File: config.mk
export PLATFORM = sky130hd
export DESIGN_NAME = hazard_scoreboard
export DESIGN_NICKNAME = d
export VERILOG_FILES = /design/src/rtl/hazard_scoreboard.sv
export SDC_FILE = /design/constraint.sdc
export NUM_CORES = 1
export LEC_CHECK = 0
export BUFFER_PORTS_ARGS = -buffer_cell sky130_fd_sc_hd__clkbuf_2
export CAP_MARGIN = 20
export CORE_MARGIN = 1
export CORE_UTILIZATION = 58
export DETAILED_ROUTE_END_ITERATION = 8
export HOLD_SLACK_MARGIN = 0.05
export PLACE_DENSITY_LB_ADDON = 0.1
export SYNTH_ARGS = -nofsm -noshare
export SYNTH_HDL_FRONTEND = slang
export SYNTH_SLANG_ARGS = --single-unit
File: constraint.sdc
create_clock -name clk -period 6.51 [get_ports clk]
set_input_delay 1.302 -clock clk [delete_from_list [all_inputs] [get_ports clk]]
set_output_delay 1.302 -clock clk [all_outputs]
set_load 0.01 [all_outputs]
File: src/rtl/hazard_scoreboard.sv
// Scoreboard hazard unit for the in-order pipeline.
// Each architectural register has a countdown of cycles until its pending
// result is available. Issue is stalled on RAW (source not ready) and WAW
// (older write would land after the younger one). Bypass hits are reported
// when the bypass network is present, and stalled cycles are counted.
module hazard_scoreboard #(
    parameter int unsigned NREG    = 32,
    parameter int unsigned AW      = 5,
    parameter int unsigned MAX_LAT = 4,
    parameter int unsigned FWD_EN  = 1,
    parameter int unsigned CW      = 3
) (
    input  logic          clk,
    input  logic          reset,
    input  logic          id_valid,
    input  logic [AW-1:0] id_rs,
    input  logic [AW-1:0] id_rt,
    input  logic          id_use_rs,
    input  logic          id_use_rt,
    input  logic          id_wr_en,
    input  logic [AW-1:0] id_dest,
    input  logic [CW-1:0] id_lat,
    output logic          stall,
    output logic          fwd_rs,
    output logic          fwd_rt,
    output logic          busy,
    output logic [31:0]   stall_cycles
);

    localparam logic [CW-1:0] MaxLat = CW'(MAX_LAT);
    localparam logic [CW-1:0] One    = CW'(1);
    localparam bit            HasFwd = (FWD_EN != 0);

    logic [CW-1:0] cnt_q [NREG];
    logic [CW-1:0] cnt_d [NREG];
    logic [31:0]   stall_cycles_q;

    logic [CW-1:0] cnt_rs, cnt_rt, cnt_dest, lat_eff;
    logic          rdy_rs, rdy_rt, raw_s, raw_t, waw, issue;

    // Look up pending counts for the operands; $0 and unmapped indices read as idle.
    always_comb begin
        cnt_rs   = '0;
        cnt_rt   = '0;
        cnt_dest = '0;
        if (id_rs != '0 && 32'(id_rs) < NREG) cnt_rs = cnt_q[id_rs];
        if (id_rt != '0 && 32'(id_rt) < NREG) cnt_rt = cnt_q[id_rt];
        if (id_dest != '0 && 32'(id_dest) < NREG) cnt_dest = cnt_q[id_dest];
    end

    // Clamp the requested producer latency into 1..MAX_LAT.
    always_comb begin
        if (id_lat == '0) begin
            lat_eff = One;
        end else if (id_lat > MaxLat) begin
            lat_eff = MaxLat;
        end else begin
            lat_eff = id_lat;
        end
    end

    // Hazard detection, bypass hits and the issue decision.
    always_comb begin
        // With bypass a value one cycle from writeback is already usable.
        rdy_rs = HasFwd ? (cnt_rs <= One) : (cnt_rs == '0);
        rdy_rt = HasFwd ? (cnt_rt <= One) : (cnt_rt == '0);
        raw_s  = id_use_rs & ~rdy_rs;
        raw_t  = id_use_rt & ~rdy_rt;
        // A younger write must never complete before an older one to the same register.
        waw    = id_wr_en & (id_dest != '0) & (cnt_dest > lat_eff);
        stall  = id_valid & ~reset & (raw_s | raw_t | waw);
        fwd_rs = id_valid & id_use_rs & HasFwd & (id_rs != '0) & (cnt_rs == One);
        fwd_rt = id_valid & id_use_rt & HasFwd & (id_rt != '0) & (cnt_rt == One);
        issue  = id_valid & ~stall & id_wr_en & (id_dest != '0);
    end

    // Next countdown values: a new issue overrides the decrement of its destination.
    always_comb begin
        cnt_d    = cnt_q;
        cnt_d[0] = '0;
        for (int r = 1; r < NREG; r++) begin
            if (issue && id_dest == AW'(r)) begin
                cnt_d[r] = lat_eff;
            end else if (cnt_q[r] != '0) begin
                cnt_d[r] = cnt_q[r] - One;
            end
        end
    end

    // Any register with a result still in flight.
    always_comb begin
        busy = 1'b0;
        for (int r = 1; r < NREG; r++) begin
            busy = busy | (cnt_q[r] != '0);
        end
    end

    // Scoreboard state; reset discards every pending entry.
    always_ff @(posedge clk) begin
        for (int r = 0; r < NREG; r++) begin
            cnt_q[r] <= reset ? '0 : cnt_d[r];
        end
    end

    // Saturating stall-cycle counter.
    always_ff @(posedge clk) begin
        if (reset) begin
            stall_cycles_q <= '0;
        end else if (stall && stall_cycles_q != 32'hFFFF_FFFF) begin
            stall_cycles_q <= stall_cycles_q + 32'd1;
        end
    end

    assign stall_cycles = stall_cycles_q;

endmodule

==> reports/results.ini <==
[run_status]
status=finished, final reports clean

[synth]
yosys.area.top_type_share=0.264
ys_warn_count=0
ys_seq_area_frac=0.264
synth.distinct_cells=63
synth.area.top_cells=dfxtp_1, mux4_2, ha_1
synth-async-reset-ratio=0
avgSynthCellArea_um2=8.54
synth_seq_cells=125
synth.largest_area_cell=dfxtp_1
synth-edff-count=0
netlist_area_um2=9490
netlist_instances=1112
ys.flop_type=dfxtp_1
syn-num-nets=1202

[critical_path]
endpoint_kind=output pin
cp.arrival_ns=4.80
r2r_setup_slack_ns=2.22
crit_required_ns=5.21
critPathMaxFanout=28
cp-start-kind=input port
crit_type=in2out

[cells_and_area]
final_cells=1370
stdcell_area_um2=10500
final_nets=1231
postLayoutCoreUtil=0.657
antenna_cells=0
area_growth_syn_to_layout_pct=10.3
fillerInstances=1368
drive_gt1_frac=0.151

[placement]
place_area_um2=9880
post-dp-hpwl_um=19900
gp_congestion=0.979
place_worst_setup_slack_ns=0.454
post-place-cells=1338
io_buffers=59

[flow_run]
maxCapViolations=0

[clocking]
clkSlewWorstSetupHoldPaths_ns=0.06
clock-sinks=125
ctsResizeCount=0
cts_buffers=17
cts_tree=done
cts_hold_buffers=0
clock_latency_ns=0.44
post_cts_buffers=0
cts.path.max_buffers=2
htree_levels=4
cts_root_buffer=clkbuf_16

[detailed_routing]
vias=8656
vias_per_cell=6.32
routed_wl_um=27600
drtIter0Drc=1003
ant_nets=0
dr.pass1.iters=7
post-route-drc-count=0
routedWlPerCell_um=20.1

[global_route]
grt_max_degree=71
antenna_found_initial=0
grt_pass1_vias=7865
grt_first_pass_wirelength_um=42500
grt-ovfl-total=0
grt_usage=0.338

[hold_path]
hp-class=reg2reg

[timing]
hold_viol_final=0
min_period_ns=6.10
finalCritPeriodShare=0.937
fmax_ghz=0.164
worst_slew_pin_slew_ns=1.07
fin_tns_setup_ns=0
postLayoutSetupSlackWorst_ns=0.408
slew_viol_final=0
slew_headroom=0.283
grt_setup_unrepaired=false
setup_viol=0
finClkSkew_ns=0.00929

[floorplan]
rows=46
die_x_um=130
die_h_um=130
core_um2=15900
initial_core_util=0.595
die_area_um2=16900
num_io_pins=60

[power]
power.density_nw_per_um2=419
irDropWorstVdd_v=0.000213
leakagePower_nw=4.21

-- power by group --
group	switching, W	leakage (nW)	internal (W)	total [W]
Clock	0.000390	0.286	0.000568	0.000958
Combinational	0.00107	2.89	0.000990	0.00206
Sequential	0.000357	1.03	0.00101	0.00137
-- sequential cells by signal, summed over array words and instances (netlist names) --
| signal | flops |
|---|---|
| cnt_q | 93 |
| stall_cycles | 32 |
-- logic make-up (layout without fill, tap and decap cells) --
group                    after synthesis  after routing  share of synthesized area
AND/OR/NAND/NOR                      443            443                      0.239
AO/OA/AOI/OAI                        179            179                      0.125
buffers and inverters                142            184                     0.0625
flip-flops                           125            125                      0.264
multiplexers                         107            107                      0.178
adder cells (fa/ha/maj)               66             66                     0.0870
XOR/XNOR                              50             50                     0.0461
-- layout by cell type, fill, tap and decap left out, types with 3 or more instances in the layout --
cell,synthesis,routed
and2_1,4,4
a22o_1,3,3
a31oi_1,6,6
or3_1,24,24
buf_4,5,16
nor4b_1,5,5
clkinv_2,0,3
o22ai_1,7,7
nor3b_1,23,23
dfxtp_1,125,125
mux2i_1,48,48
and3_1,17,17
clkinv_4,1,5
inv_1,77,77
nand4b_1,3,3
a211oi_1,17,17
nand3_1,21,21
nor3_1,26,26
a21oi_1,38,38
mux4_2,48,48
xor2_1,9,9
xnor2_1,41,41
inv_6,0,3
nor2b_1,28,28
nand4_1,8,8
o31ai_1,46,46
nor2_1,138,137
mux2_2,9,9
o21ai_0,36,36
nand3b_1,6,6
nor4_1,11,11
and4_1,9,9
a211o_1,5,5
nand2b_1,15,15
ha_1,66,66
clkbuf_16,0,17
a311oi_1,5,5
clkbuf_2,0,58
nand2_1,93,93
-- critical path: stages --
cell and delay [ns]:
clkbuf_2 0.55, mux4_2 0.60, mux4_2 0.49, mux2_2 0.27, ha_1 0.32, a21o_1 0.17, a21oi_1 0.16, o22ai_1 0.10
a21oi_1 0.15, a311o_2 0.23, clkinv_4 0.23, clkbuf_2 0.21
-- area by class of cell --
type / instances / area [µm²] / share of cell area
clock buffers: 17 / 425 / 0.0406
clock inverters: 15 / 163 / 0.0155
inverters: 78 / 298 / 0.0284
multi-input cells: 845 / 6400 / 0.611
flip-flops and latches: 125 / 2500 / 0.239
well taps: 216 / 270 / 0.0258
repair buffers: 74 / 410 / 0.0392
-- metal layers --
| metal | up-vias | part of all wire | GRT usage |
|---|---|---|---|
| li1 | 4047 | - | - |
| met1 | 4015 | 0.41 | 0.424 |
| met2 | 483 | 0.44 | 0.525 |
| met3 | 111 | 0.11 | 0.104 |
| met4 | 0 | 0.045 | 0.166 |
| met5 | - | 0 | 0.0206 |
-- worst paths after layout --
| check | start | endpoint | depth (start not counted) |
|---|---|---|---|
| worst max-delay path | id_dest[0] | stall | 12 |
| worst min-delay path | stall_cycles[25] | stall_cycles[25] | 2 |
| worst max register to register | cnt_q[58] | cnt_q[29] | 13 |
| worst min register to register | stall_cycles[25] | stall_cycles[25] | 2 |
-- Yosys cell counts, types with 7 or more instances --
master	instances
a211oi_1	17
a21oi_1	38
and3_1	17
and4_1	9
buf_2	8
clkbuf_1	44
dfxtp_1	125
ha_1	66
inv_1	77
mux2_2	9
mux2i_1	48
mux4_2	48
nand2_1	93
nand2b_1	15
nand3_1	21
nand4_1	8
nor2_1	138
nor2b_1	28
nor3_1	26
nor3b_1	23
nor4_1	11
o21ai_0	36
o22ai_1	7
o31ai_1	46
or3_1	24
xnor2_1	41
xor2_1	9
-- through the flow --
step / power (W) / hold slack (ns)
6_report: 0.00438 / 0.499
2_1_floorplan: 0.00288 / 0.492
3_5_place_dp: 0.00339 / 0.478
4_1_cts: 0.00435 / 0.500
3_3_place_gp: 0.00335 / 0.481
5_1_grt: 0.00468 / 0.523
No activity file was read; power rests on OpenSTA's default activity.
